File: config.mk
export PLATFORM = sky130hd
export DESIGN_NAME = fetch_dispatch_flat
export DESIGN_NICKNAME = d
export VERILOG_FILES = /design/src/rtl/fetch_dispatch_if.sv /design/src/rtl/fetch_dispatch.sv /design/src/flat_wrapper.sv
export SDC_FILE = /design/constraint.sdc
export NUM_CORES = 1
export LEC_CHECK = 0
export ABC_AREA = 1
export CAP_MARGIN = 20
export CORE_UTILIZATION = 40
export CTS_BUF_LIST = sky130_fd_sc_hd__clkbuf_8 sky130_fd_sc_hd__clkbuf_16
export DETAILED_ROUTE_END_ITERATION = 16
export GPL_ROUTABILITY_DRIVEN = 1
export HOLD_SLACK_MARGIN = 0.05
export PLACE_DENSITY = 0.73
export SETUP_SLACK_MARGIN = 0.02
export SLEW_MARGIN = 10
export SYNTH_ARGS = -nofsm -noshare
export SYNTH_HDL_FRONTEND = slang
export SYNTH_SLANG_ARGS = --single-unit
File: constraint.sdc
create_clock -name clk -period 1.7 [get_ports clk]
set_input_delay 0.425 -clock clk [delete_from_list [all_inputs] [get_ports clk]]
set_output_delay 0.425 -clock clk [all_outputs]
set_load 0.05 [all_outputs]
File: src/rtl/fetch_dispatch_if.sv
`default_nettype none
// ============================================================================
// Module   : fetch_dispatch_if
// Purpose  : Instruction handshake, fetch-unit field/enable bus, completion
//            and status signals of the fetch-instruction dispatcher.
// Revision : 1.0  initial release
// ============================================================================
interface fetch_dispatch_if;
  logic        instr_valid;
  logic        instr_ready;
  logic [63:0] instr;
  logic        feature_fetch_enable;
  logic        weight_fetch_enable;
  logic        scaler_fetch_enable;
  logic [7:0]  fetch_type;
  logic [15:0] src_addr;
  logic [7:0]  dst_addr;
  logic [7:0]  mem_sel;
  logic [7:0]  fetch_counter;
  logic        feature_fetch_done;
  logic        weight_fetch_done;
  logic        cmd_done;
  logic        busy;
  logic        err_illegal;
  logic        err_timeout;
  logic        err_clr;
  logic [15:0] instr_count;

  // Dispatcher side
  modport slave (
    input  instr_valid, instr, feature_fetch_done, weight_fetch_done, err_clr,
    output instr_ready, feature_fetch_enable, weight_fetch_enable,
           scaler_fetch_enable, fetch_type, src_addr, dst_addr, mem_sel,
           fetch_counter, cmd_done, busy, err_illegal, err_timeout, instr_count
  );

  // Instruction queue / fetch units / top FSM side
  modport master (
    output instr_valid, instr, feature_fetch_done, weight_fetch_done, err_clr,
    input  instr_ready, feature_fetch_enable, weight_fetch_enable,
           scaler_fetch_enable, fetch_type, src_addr, dst_addr, mem_sel,
           fetch_counter, cmd_done, busy, err_illegal, err_timeout, instr_count
  );
endinterface
`default_nettype wire

File: src/rtl/fetch_dispatch.sv
`default_nettype none
// ============================================================================
// Module   : fetch_dispatch
// Purpose  : Decodes one 64-bit fetch instruction at a time, drives the fetch
//            field bus, pulses the matching fetch enable and waits for
//            completion (or timeout) before accepting the next instruction.
// Revision : 1.0  initial release
// ============================================================================
module fetch_dispatch #(
  parameter int TIMEOUT_CYCLES = 1024,
  parameter int SCALER_WAIT    = 3
) (
  input  wire logic         clk,
  input  wire logic         rst,      // asynchronous, active-low
  fetch_dispatch_if.slave   bus
);

  localparam logic [1:0] c_ST_IDLE  = 2'd0;
  localparam logic [1:0] c_ST_ISSUE = 2'd1;
  localparam logic [1:0] c_ST_WAIT  = 2'd2;

  localparam logic [1:0] c_K_FEAT = 2'd0;
  localparam logic [1:0] c_K_WGT  = 2'd1;
  localparam logic [1:0] c_K_SCL  = 2'd2;

  localparam logic [7:0] c_OP_NOP     = 8'h00;
  localparam logic [7:0] c_OP_FEATURE = 8'h01;
  localparam logic [7:0] c_OP_WEIGHT  = 8'h02;
  localparam logic [7:0] c_OP_SCALER  = 8'h03;

  // Wait counter must reach both TIMEOUT_CYCLES-1 and SCALER_WAIT-1
  localparam int c_CNT_MAX = (TIMEOUT_CYCLES > SCALER_WAIT) ? TIMEOUT_CYCLES : SCALER_WAIT;
  localparam int c_CNT_W   = (c_CNT_MAX > 2) ? $clog2(c_CNT_MAX) : 1;
  localparam logic [c_CNT_W-1:0] c_TO_LAST = c_CNT_W'(TIMEOUT_CYCLES - 1);
  localparam logic [c_CNT_W-1:0] c_SC_LAST = c_CNT_W'(SCALER_WAIT - 1);

  logic [1:0]         r_state;
  logic [1:0]         w_state_nxt;
  logic [1:0]         r_kind;
  logic [c_CNT_W-1:0] r_wait_cnt;
  logic [7:0]         r_fetch_type;
  logic [15:0]        r_src_addr;
  logic [7:0]         r_dst_addr;
  logic [7:0]         r_mem_sel;
  logic [7:0]         r_fetch_counter;
  logic               r_cmd_done;
  logic               r_err_illegal;
  logic               r_err_timeout;
  logic [15:0]        r_instr_count;

  logic               w_ready;
  logic               w_busy;
  logic               w_feat_en;
  logic               w_wgt_en;
  logic               w_scl_en;
  logic               w_handshake;
  logic [7:0]         w_op;
  logic               w_op_fetch;
  logic               w_op_illegal;
  logic               w_complete;
  logic               w_cnt_last;
  logic               w_wait_exit;
  logic               w_timeout;
  logic               w_retire;
  logic               w_unused_dst_hi;

  assign w_op            = bus.instr[63:56];
  assign w_handshake     = bus.instr_valid & w_ready;
  assign w_op_fetch      = (w_op == c_OP_FEATURE) | (w_op == c_OP_WEIGHT) | (w_op == c_OP_SCALER);
  assign w_op_illegal    = ~w_op_fetch & (w_op != c_OP_NOP);
  // Only the low byte of the dst field reaches the fetch units
  assign w_unused_dst_hi = ^bus.instr[31:24];

  // Completion source depends on which unit the in-flight instruction targets
  always_comb begin
    w_complete = 1'b0;
    case (r_kind)
      c_K_FEAT: w_complete = bus.feature_fetch_done;
      c_K_WGT:  w_complete = bus.weight_fetch_done;
      c_K_SCL:  w_complete = (r_wait_cnt == c_SC_LAST);
      default:  w_complete = 1'b0;
    endcase
  end

  assign w_cnt_last  = (r_wait_cnt == c_TO_LAST);
  assign w_wait_exit = (r_state == c_ST_WAIT) & (w_complete | w_cnt_last);
  // Completion in the final cycle wins over timeout
  assign w_timeout   = (r_state == c_ST_WAIT) & w_cnt_last & ~w_complete;
  // NOP and illegal ops retire straight from IDLE
  assign w_retire    = (w_handshake & ~w_op_fetch) | w_wait_exit;

  // State register
  always_ff @(posedge clk or negedge rst) begin
    if (!rst) r_state <= c_ST_IDLE;
    else      r_state <= w_state_nxt;
  end

  // Next-state logic
  always_comb begin
    w_state_nxt = r_state;
    case (r_state)
      c_ST_IDLE:  if (w_handshake && w_op_fetch) w_state_nxt = c_ST_ISSUE;
      c_ST_ISSUE: w_state_nxt = c_ST_WAIT;
      c_ST_WAIT:  if (w_wait_exit) w_state_nxt = c_ST_IDLE;
      default:    w_state_nxt = c_ST_IDLE;
    endcase
  end

  // State-decoded outputs: handshake readiness, busy and one-cycle enables
  always_comb begin
    w_ready   = (r_state == c_ST_IDLE);
    w_busy    = (r_state != c_ST_IDLE);
    w_feat_en = (r_state == c_ST_ISSUE) & (r_kind == c_K_FEAT);
    w_wgt_en  = (r_state == c_ST_ISSUE) & (r_kind == c_K_WGT);
    w_scl_en  = (r_state == c_ST_ISSUE) & (r_kind == c_K_SCL);
  end

  // Capture decoded fields on every accepted instruction; held until the next
  always_ff @(posedge clk or negedge rst) begin
    if (!rst) begin
      r_kind          <= c_K_FEAT;
      r_fetch_type    <= '0;
      r_src_addr      <= '0;
      r_dst_addr      <= '0;
      r_mem_sel       <= '0;
      r_fetch_counter <= '0;
    end else if (w_handshake) begin
      r_kind          <= (w_op == c_OP_WEIGHT) ? c_K_WGT :
                         (w_op == c_OP_SCALER) ? c_K_SCL : c_K_FEAT;
      r_fetch_type    <= bus.instr[55:48];
      r_src_addr      <= bus.instr[47:32];
      r_dst_addr      <= bus.instr[23:16];
      r_mem_sel       <= bus.instr[15:8];
      r_fetch_counter <= bus.instr[7:0];
    end
  end

  // Wait counter: cleared while issuing, counts WAIT cycles
  always_ff @(posedge clk or negedge rst) begin
    if (!rst)                         r_wait_cnt <= '0;
    else if (r_state == c_ST_ISSUE)   r_wait_cnt <= '0;
    else if (r_state == c_ST_WAIT)    r_wait_cnt <= r_wait_cnt + 1'b1;
  end

  // Retire pulse, retired count and sticky errors (a new error beats err_clr)
  always_ff @(posedge clk or negedge rst) begin
    if (!rst) begin
      r_cmd_done    <= 1'b0;
      r_instr_count <= '0;
      r_err_illegal <= 1'b0;
      r_err_timeout <= 1'b0;
    end else begin
      r_cmd_done <= w_retire;
      if (w_retire) r_instr_count <= r_instr_count + 16'd1;
      if (w_handshake && w_op_illegal) r_err_illegal <= 1'b1;
      else if (bus.err_clr)            r_err_illegal <= 1'b0;
      if (w_timeout)                   r_err_timeout <= 1'b1;
      else if (bus.err_clr)            r_err_timeout <= 1'b0;
    end
  end

  assign bus.instr_ready          = w_ready;
  assign bus.busy                 = w_busy;
  assign bus.feature_fetch_enable = w_feat_en;
  assign bus.weight_fetch_enable  = w_wgt_en;
  assign bus.scaler_fetch_enable  = w_scl_en;
  assign bus.fetch_type           = r_fetch_type;
  assign bus.src_addr             = r_src_addr;
  assign bus.dst_addr             = r_dst_addr;
  assign bus.mem_sel              = r_mem_sel;
  assign bus.fetch_counter        = r_fetch_counter;
  assign bus.cmd_done             = r_cmd_done;
  assign bus.err_illegal          = r_err_illegal;
  assign bus.err_timeout          = r_err_timeout;
  assign bus.instr_count          = r_instr_count;

endmodule
`default_nettype wire

File: src/flat_wrapper.sv
// flat-port wrapper written by rule: the top's interface ports become plain ports
module fetch_dispatch_flat 
#(
  parameter int TIMEOUT_CYCLES = 1024,
  parameter int SCALER_WAIT    = 3
)
  (clk, rst, bus_instr_valid, bus_instr, bus_feature_fetch_done, bus_weight_fetch_done, bus_err_clr, bus_instr_ready, bus_feature_fetch_enable, bus_weight_fetch_enable, bus_scaler_fetch_enable, bus_fetch_type, bus_src_addr, bus_dst_addr, bus_mem_sel, bus_fetch_counter, bus_cmd_done, bus_busy, bus_err_illegal, bus_err_timeout, bus_instr_count);
  fetch_dispatch_if bus_i ();
  input  wire logic clk;
  input  wire logic rst;
  input wire logic [$bits(bus_i.instr_valid)-1:0] bus_instr_valid;
  input wire logic [$bits(bus_i.instr)-1:0] bus_instr;
  input wire logic [$bits(bus_i.feature_fetch_done)-1:0] bus_feature_fetch_done;
  input wire logic [$bits(bus_i.weight_fetch_done)-1:0] bus_weight_fetch_done;
  input wire logic [$bits(bus_i.err_clr)-1:0] bus_err_clr;
  output wire logic [$bits(bus_i.instr_ready)-1:0] bus_instr_ready;
  output wire logic [$bits(bus_i.feature_fetch_enable)-1:0] bus_feature_fetch_enable;
  output wire logic [$bits(bus_i.weight_fetch_enable)-1:0] bus_weight_fetch_enable;
  output wire logic [$bits(bus_i.scaler_fetch_enable)-1:0] bus_scaler_fetch_enable;
  output wire logic [$bits(bus_i.fetch_type)-1:0] bus_fetch_type;
  output wire logic [$bits(bus_i.src_addr)-1:0] bus_src_addr;
  output wire logic [$bits(bus_i.dst_addr)-1:0] bus_dst_addr;
  output wire logic [$bits(bus_i.mem_sel)-1:0] bus_mem_sel;
  output wire logic [$bits(bus_i.fetch_counter)-1:0] bus_fetch_counter;
  output wire logic [$bits(bus_i.cmd_done)-1:0] bus_cmd_done;
  output wire logic [$bits(bus_i.busy)-1:0] bus_busy;
  output wire logic [$bits(bus_i.err_illegal)-1:0] bus_err_illegal;
  output wire logic [$bits(bus_i.err_timeout)-1:0] bus_err_timeout;
  output wire logic [$bits(bus_i.instr_count)-1:0] bus_instr_count;
  assign bus_i.instr_valid = bus_instr_valid;
  assign bus_i.instr = bus_instr;
  assign bus_i.feature_fetch_done = bus_feature_fetch_done;
  assign bus_i.weight_fetch_done = bus_weight_fetch_done;
  assign bus_i.err_clr = bus_err_clr;
  assign bus_instr_ready = bus_i.instr_ready;
  assign bus_feature_fetch_enable = bus_i.feature_fetch_enable;
  assign bus_weight_fetch_enable = bus_i.weight_fetch_enable;
  assign bus_scaler_fetch_enable = bus_i.scaler_fetch_enable;
  assign bus_fetch_type = bus_i.fetch_type;
  assign bus_src_addr = bus_i.src_addr;
  assign bus_dst_addr = bus_i.dst_addr;
  assign bus_mem_sel = bus_i.mem_sel;
  assign bus_fetch_counter = bus_i.fetch_counter;
  assign bus_cmd_done = bus_i.cmd_done;
  assign bus_busy = bus_i.busy;
  assign bus_err_illegal = bus_i.err_illegal;
  assign bus_err_timeout = bus_i.err_timeout;
  assign bus_instr_count = bus_i.instr_count;
  fetch_dispatch #(.TIMEOUT_CYCLES(TIMEOUT_CYCLES), .SCALER_WAIT(SCALER_WAIT)) u_core (.clk(clk), .rst(rst), .bus(bus_i));
endmodule
# --- Word-level counts from Yosys, hierarchy flattened ---
# Index checks and enable logic that the tools add are counted.
totals:
  ff_bits: 81
  latchBits: 0
  ram_bits: 0
  romBits: 0
  in_bits: 70
  output_inout_bits: 72
  elab_cells: 61
  memories: 0
classes:
  n_addsub: 2
  mul: 0
  div: 0
  order_cmp: 0
  eq_ne: 11
  shifts: 0
  mux: 11
  bitwise_logic: 15
  n_reduce_logical: 10
op_table:
  columns: ["cell", "n"]
  rows:
  - ["10-bit 2-to-1 mux", 2]
  - ["16-bit by 1-bit adder with 16-bit output, second input constant", 1]
  - ["8-bit by 2-bit == test with 1-bit output, second input constant", 2]
  - ["10-bit by 1-bit adder with 10-bit output, second input constant", 1]
  - ["10-bit == test, second input constant", 1]
  - ["10-bit by 2-bit == test with 1-bit output, second input constant", 1]
  - ["1-bit bitwise AND", 9]
  - ["8-bit by 1-bit == test with 1-bit output, second input constant", 1]
  - ["2-bit 2-to-1 mux", 4]
  - ["2-bit nonzero test", 4]
  - ["8-bit nonzero test", 1]
  - ["2-bit one-hot mux with 3 select lines", 1]
  - ["2-bit by 1-bit == test with 1-bit output, second input constant", 2]
  - ["2-bit == test, second input constant", 2]
  - ["2-bit logical NOT", 2]
  - ["1-bit bitwise OR", 4]
  - ["1-bit 2-to-1 mux", 3]
  - ["1-bit one-hot mux with 3 select lines", 1]
  - ["1-bit logical AND", 2]
  - ["2-bit by 1-bit != test with 1-bit output, second input constant", 1]
  - ["2-bit != test, second input constant", 1]
  - ["1-bit NOT", 2]
  - ["2-bit AND reduction", 1]

# --- Depth between registers and ports, before layout ---
# Gate-level depths: netlist of run 1.
logic_depth:
  ltp_word: 7
  depth_mapped: 11
  mapped_depth_nobuf: 11

# --- Worst setup path before layout of run 1 ---
# Ideal clock, no wire load.
synth_path:
  kind: "register to output"
  from: "reg u_core.r_state[1]"
  to: "out bus_scaler_fetch_enable"
  arrival_time_ns: 1.767
  t_required_ns: 1.275
  path_slack_ns: -0.492
  stages_incl_launch_ff: 5
  path_cell_list: "dfrtp_1 -> inv_1 -> ha_1 -> inv_1 -> nor3_1"
synth_via:
  elab_chain_len: 2
synth_rtl:
  columns: ["element", "line_no", "text"]
  rows:
  - ["from (decl)", "fetch_dispatch.sv:37", "logic [1:0] r_state;"]
  - ["from (signal assigned)", "fetch_dispatch.sv:94", "if (!rst) r_state <= c_ST_IDLE;"]
  - ["from (signal assigned)", "fetch_dispatch.sv:95", "else r_state <= w_state_nxt;"]
  - ["2-bit by 1-bit == test with 1-bit output", "fetch_dispatch.sv:115", "w_scl_en = (r_state == c_ST_ISSUE) & (r_kind == c_K_SCL);"]
  - ["1-bit bitwise AND", "fetch_dispatch.sv:115", null]
  - ["to (decl)", "flat_wrapper.sv:19", "output wire logic [$bits(bus_i.scaler_fetch_enable)-1:0] bus_scaler_fetch_enable;"]
# No other way between the ends.

# --- Worst setup path in the final report of run 1 ---
# Ends and elaborated chain as after synthesis.

==> key figures, run 1 <==
Drt
  – Vias: approximately 3500
  – Final routed wire length divided by cell count: 12.8 um
  – Met3 WL: around 700 um
  – Detailed Routing Iterations Pass 1: 4
  – DR top layer: met4
  – Antenna-violating nets left: 0
  – Met2 routed WL: ~4500 um
  – Routed WL: 9330 um
  – Met1 WL: approximately 4000 um
  – Starting DRT DRC Count: 148
  – Drt drc: 0
  – Vias per cell: roughly 4.7

Worst setup path
  – Critical Path, Cell by Cell: inv_2 -> ha_4 -> inv_4 -> nor3_4 -> buf_12
  – CP max stage delay: approximately 400 ps
  – Critical Path RT: ~1300 ps
  – CP bufs+invs: 3
  – CP Max Fanout: 4
  – Slowest cell on crit path: dfrtp_1
  – Setup crit end kind: primary output
  – CP top delay family: flip-flops
  – Startpoint class of the critical path: flip-flop
  – Kind of critical path: reg -> out
  – Worst EP arrival: around 1400 ps

Final layout
  – Layout cells sized above 1: 23.1%
  – Fin cells: between 700 and 800
  – P&R area growth vs syn: 55.1%
  – Fin area: about 6000 um^2
  – Fin nets: 691
  – Diodes inserted: 0

Logic synthesis
  – Cell taking the most area after synthesis: dfrtp_1
  – Synth Flop Type: dfrtp_1
  – Number of synthesized register bits: a little over 80
  – Synth top area share: a little over half
  – Ys async rst share: 100%
  – Syn nets: approximately 540
  – Count leader, synth: nand2_1
  – Mapped Area: between 3000 and 4000 um^2
  – Top cells by count, synth: nand2_1, dfrtp_1, nand3_1, inv_1, nor2_1
  – Post-synth EDFFs: 0
  – Mean area per synthesized cell: roughly 8.2 um^2
  – Post-synthesis sequential area ratio: around 54%
  – Cells after synthesis: 460
  – Area contributors post-synth: dfrtp_1, nand2_1, nand3_1
  – Ys Warns: 0
  – Post-synth cell types: 29

GRT
  – Total track usage: 20.3%
  – Vias in the first global route: 3496
  – Largest net degree at the start of global routing: 39
  – Initial antenna violation count: 0
  – Gr ovfl total: 0
  – Global-route wire length before repair: 15700 um

Timing
  – Hold Vio Cnt, Final: 0
  – RSZ-0062 raised after global routing: yes
  – Max Slew Vio Count: 0
  – Worst slew pin tran: between 300 and 400 ps
  – Clock Skew: between 10 and 15 ps
  – Final Critical Period: ~1800 ps
  – Final Setup Violations: 3
  – Fmax: ~0.56 GHz
  – Max transition margin: roughly 76%
  – Final setup margin: -100 ps
  – Period Utilization, post-route: 106%

Clock network
  – Clk slew on worst S/H paths: roughly 80 ps
  – # H-tree levels: 3
  – CTS Root Cell: clkbuf_8
  – Maximum clock path buffer count: 2
  – Clk_lat worst skew: between 300 and 400 ps
  – Clk sink count: around 80
  – TritonCTS clock tree: yes
  – CTS Buf Count: 9

Power and ir drop
  – VDD IR max: between 1.5 and 2 mV
  – Pwr/cell area: between 1500 and 2000 nW/um^2
  – Power Total: 10.5 mW
  – Leak pwr: ~3 nW

Placement
  – Placed cells: 709
  – Final Wtd Congestion: approximately 0.84
  – Port Buf Inserts: between 100 and 150
  – Pre-CTS WS: -291 ps
  – Dpl hpwl: between 6000 and 7000 um
  – Placed Instance Area: between 5000 and 6000 um^2

Floorplan
  – Row count: 35
  – Top-Level Pins: around 140
  – Die Width: ~99 um
  – Die height: roughly 99 um
  – Core footprint: ~9200 um^2
  – Die ar.: 9790 um^2
  – Initial Util: approximately two fifths

Job
  – Max-cap violations: 0

Hold path
  – Worst hold path type: reg -> reg

Status
  – Status: finished, violations left
  – Failing checks: setup timing
==> layout make-up <==
class | instances | area (um^2)
tap | 111 | 139
timing repair buffer | 157 | 1710
clock buffer | 9 | 124
multi-input combinational | 335 | 1630
sequential | 81 | 2030
fill | 754 | 3320
inverter | 31 | 121
clock inverter | 7 | 71.3
==> worst reg2reg max path, delay by kind of cell, from the launching register on <==
family,cells,cell delay [ps]
AND/OR/NAND/NOR,6,610
flip-flops,1,430
adder cells (fa/ha/maj),1,300
buffers and inverters,2,160
==> metrics by stage <==
step | TNS [ps] | util (%) | hold WS (ps)
floorplan | -358 | - | 129
global placement | -3530 | 60.1 | 361
detailed placement | -4020 | 60.1 | 360
CTS | -343 | 63.1 | 490
global route | -572 | 63.7 | 510
finish | -293 | 63.7 | 487
==> path summary, 6_finish.rpt <==
path | depth (start not counted) | from | slack [ps] | to
hold reg to reg | 2 | u_core.bus.src_addr[11] | 490 | u_core.bus.src_addr[11]
setup reg to reg | 9 | u_core.r_state[0] | 100 | u_core.r_wait_cnt[9]
setup / recovery | 5 | u_core.r_state[1] | -100 | bus_scaler_fetch_enable
min in group asynchronous | 2 | rst | 510 | u_core.bus.fetch_counter[2]
max in group asynchronous | 3 | rst | 680 | u_core.bus.dst_addr[3]
hold / removal | 2 | u_core.bus.src_addr[11] | 490 | u_core.bus.src_addr[11]
==> sequential cells by signal (all words and copies together) (netlist names) <==
name and count:
u_core.r_state 2, u_core.r_kind 2, u_core.bus.err_illegal 1, u_core.bus.dst_addr 8, u_core.bus.instr_count 16, u_core.bus.fetch_type 8, u_core.bus.src_addr 16, u_core.bus.fetch_counter 8
u_core.r_wait_cnt 10, u_core.bus.err_timeout 1, u_core.bus.cmd_done 1, u_core.bus.mem_sel 8
==> report_power, final <==
| part | switching [mW] | leakage [nW] | internal (mW) |
|---|---|---|---|
| clock network | 0.737 | 0.0970 | 0.678 |
| logic | 3.90 | 1.83 | 2.08 |
| registers | 0.507 | 1.03 | 2.62 |
==> repair_timing <==
item                                    CTS  global route
pin swaps                                 2             3
resized for setup                        14            13
hold buffers                              1             0
cloned                                    0             0
setup buffers                             2             3
endpoints found under the setup margin    5            29
hold endpoints to repair                 23             0
==> routing by layer <==
| layer | vias to the layer above | track usage (%) |
|---|---|---|
| li1 | 1744 | - |
| met1 | 1617 | 24.4 |
| met2 | 94 | 33.6 |
| met3 | 10 | 7.30 |
| met4 | 0 | 7.00 |
| met5 | - | 0 |
==> placed cells by master (no fill, tap or decap), types with 3 or more instances in the layout <==
cell type	synthesis	layout
xor2_1	8	8
dfrtp_2	0	5
nor3_4	0	3
a21oi_1	5	5
nand4_1	5	5
clkdlybuf4s50_1	0	60
xnor2_1	5	5
nor2_2	3	5
nor3_1	9	6
nor2_1	24	21
inv_2	0	3
nand3_1	33	31
clkbuf_8	0	9
nand2_1	217	216
inv_1	30	27
ha_1	6	3
dfrtp_1	81	76
o21ai_0	7	6
buf_4	1	65
buf_12	1	30
==> cell families (layout without fill, tap and decap cells) <==
kind of cell    after synthesis  in the layout  share of synthesized area [%]
xor+xnor                     13             13                           3.03
buf+inv                      44            204                           5.12
fa+ha+maj                     6              6                           2.00
simple gates                299            299                           33.5
flops                        81             81                           53.9
compound gates               17             17                           2.46
No activity file was read; power rests on OpenSTA's default activity.
==> inputs of run 2 (changes only) <==
--- a/config.mk
+++ b/config.mk
@@ -7,12 +7,13 @@
 export LEC_CHECK = 0
 export ABC_AREA = 1
 export CAP_MARGIN = 20
-export CORE_UTILIZATION = 40
+export CORE_UTILIZATION = 55
 export CTS_BUF_LIST = sky130_fd_sc_hd__clkbuf_8 sky130_fd_sc_hd__clkbuf_16
 export DETAILED_ROUTE_END_ITERATION = 16
+export DONT_BUFFER_PORTS = 1
 export GPL_ROUTABILITY_DRIVEN = 1
 export HOLD_SLACK_MARGIN = 0.05
-export PLACE_DENSITY = 0.73
+export PLACE_DENSITY = 0.69
 export SETUP_SLACK_MARGIN = 0.02
 export SLEW_MARGIN = 10
 export SYNTH_ARGS = -nofsm -noshare
==> key figures, run 2 (synthesis gave the netlist of run 1 again) <==
Status
  – Status: finished, violations left
  – Failing checks: hold timing, setup timing

Clock network
  – TritonCTS clock tree: yes
  – # H-tree levels: 3
  – CTS Buf Count: 9
  – Clk sink count: 81
  – CTS Root Cell: clkbuf_8
  – Maximum clock path buffer count: 2
  – Clk_lat worst skew: around 340 ps
  – Clk slew on worst S/H paths: ~90 ps

Final layout
  – Highest-count cells in the layout ignoring fill and taps: nand2_1, dfrtp_1, nand3_1
  – Commonest non-fill, non-tap cell in the layout: nand2_1
  – Final core occ: about two thirds
  – P&R area growth vs syn: 14.4%
  – Layout cells sized above 1: roughly 14%
  – Fin area: ~4300 um^2
  – Fin nets: between 500 and 600
  – Fin cells: between 500 and 600
  – Diodes inserted: 0

Worst setup path
  – Critical Path RT: roughly 1300 ps
  – Worst EP arrival: around 1400 ps
  – Setup crit end kind: primary output
  – Startpoint class of the critical path: flip-flop
  – Critical Path, Cell by Cell: inv_2 -> ha_4 -> inv_6 -> nor3_4 -> buf_6
  – Slowest cell on crit path: dfrtp_1
  – Critical path depth: 5
  – CP max stage delay: 400 ps
  – Kind of critical path: reg -> out
  – CP Max Fanout: 4
  – CP bufs+invs: 3
  – CP top delay family: flip-flops
  – R2R cell count: 9

GRT
  – Gr ovfl total: 0
  – Vias in the first global route: 3016
  – Global-route wire length before repair: between 10000 and 15000 um
  – Total track usage: between 20% and 30%
  – Largest net degree at the start of global routing: between 80 and 90
  – Initial antenna violation count: 0

Power and ir drop
  – Power Total: 8.89 mW
  – Leak pwr: 2.27 nW
  – VDD IR max: between 1 and 1.5 mV
  – Pwr/cell area: between 2000 and 2500 nW/um^2

Timing
  – Hold Vio Cnt, Final: 81
  – Fin Hold WS: -233 ps
  – Final Critical Period: 1780 ps
  – Max transition margin: 64.5%
  – Final setup margin: -75.5 ps
  – Period Utilization, post-route: 104%
  – Fmax: between 0.5 and 0.6 GHz
  – Max Slew Vio Count: 0
  – Final Setup Violations: 4
  – Worst slew pin tran: ~530 ps
  – Clock Skew: between 8 and 9 ps
  – RSZ-0062 raised after global routing: yes

Floorplan
  – Core footprint: roughly 6500 um^2
  – Die ar.: 7170 um^2
  – Die height: around 85 um
  – Initial Util: 58.2%
  – Die Width: 84.7 um
  – Row count: 29
  – Top-Level Pins: 142

Drt
  – Final routed wire length divided by cell count: 14.1 um
  – Detailed Routing Iterations Pass 1: 8
  – Routed WL: between 8000 and 9000 um
  – Starting DRT DRC Count: between 150 and 200
  – Antenna-violating nets left: 0
  – Vias: roughly 3000
  – Drt drc: 0
  – Vias per cell: 5.25

Placement
  – Placed Instance Area: a little over 4000 um^2
  – Port Buf Inserts: 0
  – Final Wtd Congestion: between 0.8 and 0.9
  – Placed cells: about 550
  – Dpl hpwl: 5620 um
  – Pre-CTS WS: around 45 ps

Hold path
  – Worst hold path type: in -> async

Job
  – Max-cap violations: 0
-- run 2: metrics by stage --
step,hold slack (ps),setup TNS (ps)
after floorplan,129,-358
after global placement,131,0
after detailed placement,131,0
after CTS,-253,-222
after global routing,-262,-709
final,-233,-213
-- run 2: what timing repair did --
| item | in CTS | in global routing |
|---|---|---|
| endpoints found under the hold margin | 81 | 81 |
| setup buffers | 1 | 0 |
| gates resized for setup | 14 | 6 |
| endpoints found under the setup margin | 5 | 28 |
| pin swaps | 3 | 0 |
-- run 2: metal layers --
layer	wire [um]	vias up	track usage (%)
li1	-	1481	-
met1	3420	1391	29.4
met2	4070	104	41.2
met3	443	12	6.00
met4	113	0	10.3
met5	0	-	0
-- run 2: report_power, final --
group	internal [mW]	total, mW	switching, mW
clock network	0.689	1.43	0.737
logic	0.824	2.29	1.46
registers	2.58	5.18	2.60
total	4.09	8.89	4.80
-- run 2: area by class of cell --
cell class / instances / area [um^2]
fill: 562 / 2160
sequential: 81 / 2030
multi-input combinational: 335 / 1600
timing repair buffer: 29 / 249
clock buffer: 9 / 124
inverter: 31 / 121
tap: 77 / 96.3
clock inverter: 7 / 76.3
-- run 2: path summary, 6_finish.rpt --
kind,slack [ps],endpoint,from
min,-230,u_core.bus.instr_count[15],rst
min in group clk,180,u_core.bus.src_addr[7],bus_instr[39]
max,-80,bus_weight_fetch_enable,u_core.r_state[1]
max reg2reg,70,u_core.r_wait_cnt[9],u_core.r_state[1]
max in group asynchronous,1790,u_core.r_kind[0],rst
min reg2reg,580,u_core.bus.instr_count[2],u_core.bus.instr_count[2]
-- run 2: worst register-to-register path: stages, from the launching register on --
cell	delay, ps
dfrtp_1	370
inv_2	60
ha_2	380
nand2_1	60
inv_1	70
nand3_1	110
nor2_2	170
nand2_1	90
nor3_1	130
nor3_1	70
==> inputs of run 3 (changes only) <==
--- a/config.mk
+++ b/config.mk
@@ -13,6 +13,7 @@
 export DONT_BUFFER_PORTS = 1
 export GPL_ROUTABILITY_DRIVEN = 1
 export HOLD_SLACK_MARGIN = 0.05
+export MAX_ROUTING_LAYER = met4
 export PLACE_DENSITY = 0.69
 export SETUP_SLACK_MARGIN = 0.02
 export SLEW_MARGIN = 10
==> constraint.sdc (replaced) <==
create_clock -name clk -period 1.63 [get_ports clk]
set_input_delay 0.4075 -clock clk [delete_from_list [all_inputs] [get_ports clk]]
set_output_delay 0.4075 -clock clk [all_outputs]
set_load 0.05 [all_outputs]
==> key figures, run 3 (synthesis gave the netlist of run 1 again) <==
Power and ir drop
  – Pwr/cell area: approximately 2200 nW/um^2
  – Flop pwr share: a little over half
  – Pint: 4.89 mW
  – Switching share of power: a little over half
  – Leak pwr: between 2 and 2.5 nW
  – VDD IR max: ~1.4 mV
  – Clock power frac: ~17%
  – NetSw: ~5.3 mW
  – Combinational power share: a little under 30%

Worst setup path
  – Setup crit end kind: primary output
  – CP endpoint: bus_scaler_fetch_enable
  – Worst EP arrival: approximately 1300 ps
  – Crit. Startpoint: u_core.r_state[1]
  – Worst r2r src: u_core.r_wait_cnt[1]
  – CP Max Fanout: 4
  – FF-to-FF End: u_core.bus.instr_count[2]
  – R2R cell count: 10
  – Critical Path, Cell by Cell: inv_2 -> ha_4 -> inv_4 -> nor3_4 -> buf_6
  – CP max stage delay: about 400 ps
  – Slowest cell on crit path: dfrtp_1
  – Startpoint class of the critical path: flip-flop
  – Kind of critical path: reg -> out
  – Critical Path RT: roughly 1200 ps
  – Worst R2R Setup Slack: -50 ps

Clock network
  – Clk slew on worst S/H paths: roughly 90 ps
  – Clk_lat worst skew: approximately 350 ps
  – Clk sink count: 81
  – # H-tree levels: 3
  – CTS Root Cell: clkbuf_8
  – Maximum clock path buffer count: 2
  – CTS Buf Count: 9
  – TritonCTS clock tree: yes

Final layout
  – Fin area: ~4700 um^2
  – Fin cells: ~580
  – Diodes inserted: 0
  – Layout cells sized above 1: between 20% and 30%
  – P&R area growth vs syn: 25.2%
  – Commonest non-fill, non-tap cell in the layout: nand2_1
  – Highest-count cells in the layout ignoring fill and taps: nand2_1, dfrtp_1, buf_4
  – Fin nets: between 500 and 600

Placement
  – Port Buf Inserts: 0
  – Final Wtd Congestion: 0.837
  – Dpl hpwl: around 5600 um
  – Placed Instance Area: 4060 um^2
  – Placed cells: 557

GRT
  – Met3 Use GR: under 10%
  – Largest net degree at the start of global routing: between 80 and 90
  – Initial antenna violation count: 0
  – Met1 usage: between 30 and 40%
  – Global-route wire length before repair: between 10000 and 15000 um
  – Top Usage Layer GRT: met2
  – GR Layer Usage met2: approximately two fifths
  – Gr ovfl total: 0
  – Vias in the first global route: 2981
  – Total track usage: 25.2%

Drt
  – Vias: 3185
  – Detailed Routing Iterations Pass 1: 12
  – Routed WL: just over 9000 um
  – Antenna-violating nets left: 0
  – Vias per cell: approximately 5.5
  – Final routed wire length divided by cell count: between 15 and 20 um
  – Starting DRT DRC Count: roughly 160
  – Drt drc: 4

Floorplan
  – Top-Level Pins: between 100 and 150
  – Die ar.: slightly above 7000 um^2
  – Row count: 29
  – Die height: ~85 um
  – Core footprint: between 6000 and 7000 um^2
  – Die Width: between 80 and 90 um
  – Initial Util: 58.2%

Timing
  – RSZ-0062 raised after global routing: yes
  – Clock Skew: roughly 10 ps
  – Final Setup Violations: 15
  – Hold Vio Cnt, Final: 81
  – Worst slew pin tran: between 500 and 600 ps
  – Period Utilization, post-route: 107%
  – Fmax: roughly 0.57 GHz
  – Max Slew Vio Count: 0
  – Max transition margin: between 60% and 70%
  – Final setup margin: -111 ps
  – Final Critical Period: 1740 ps
  – Fin Hold WS: -260 ps

Job
  – Max-cap violations: 0

Hold path
  – Worst hold path type: in -> async

Status
  – Status: finished, violations left
  – Failing checks: DRC, hold timing, setup timing
-- run 3: cell types whose count changed in the layout (fill, tap and decap cells not counted), moves of 5 or more --
| cell | before | now |
|---|---|---|
| nand2_2 | 2 | 20 |
| nand2_1 | 217 | 197 |
| buf_4 | 24 | 30 |
| inv_2 | 1 | 6 |
-- run 3: critical path: cells and delay by family, from the launching register on --
| family | cells | cell delay (ps) |
|---|---|---|
| adder cells (fa/ha/maj) | 1 | 140 |
| flip-flops | 1 | 400 |
| AND/OR/NAND/NOR | 1 | 130 |
| buffers and inverters | 3 | 320 |
-- run 3: power by group through the flow --
stage / Clock (mW) / Combinational, mW / Sequential, mW
detailed placement: 0 / 2.33 / 5.42
global placement: 0 / 2.24 / 5.43
floorplan: 0 / 1.62 / 5.44
finish: 1.75 / 3.03 / 5.43
global route: 1.86 / 3.33 / 5.52
CTS: 1.78 / 2.65 / 5.40
-- run 3: metrics by stage --
step           setup TNS, ps  util, %  setup WS (ps)  power [mW]
2_1_floorplan          -1230        -           -145        7.06
3_3_place_gp               0     62.9           54.0        7.67
3_5_place_dp               0     62.9           13.0        7.75
4_1_cts                 -489     68.9           -157        9.83
5_1_grt                -2250     72.9           -177        10.7
6_report                -668     72.9           -111        10.2
-- run 3: layer usage --
metal | routed length, um | share of wire (%) | up-vias
li1 | - | - | 1523
met1 | 3610 | 39 | 1504
met2 | 4770 | 51 | 134
met3 | 664 | 7.1 | 24
met4 | 242 | 2.6 | 0
met5 | 0 | 0 | -
-- run 3: area by class of cell --
type / count / area [um^2]
Inverter: 31 / 119
Multi-Input combinational cell: 339 / 1860
Clock buffer: 9 / 124
Tap cell: 77 / 96.3
Fill cell: 477 / 1750
Timing Repair Buffer: 40 / 359
Clock inverter: 6 / 115
Sequential cell: 81 / 2030
-- run 3: worst min path at each step --
stage | slack, ps | end | depth (start not counted) | from
after floorplan | 110 | u_core.bus.cmd_done | 0 | rst
after global placement | 110 | u_core.r_wait_cnt[5] | 0 | rst
after detailed placement | 110 | u_core.r_wait_cnt[5] | 0 | rst
after CTS | -270 | u_core.bus.mem_sel[0] | 0 | rst
after global routing | -280 | u_core.bus.src_addr[7] | 0 | rst
final | -260 | u_core.bus.src_addr[7] | 0 | rst
-- run 3: what timing repair did --
action | 4_1_cts | 5_1_grt
setup endpoints to repair | 12 | 47
cloned | 1 | 3
resized for setup | 26 | 57
pin swaps | 8 | 18
endpoints found under the hold margin | 81 | 81
setup buffers | 4 | 3
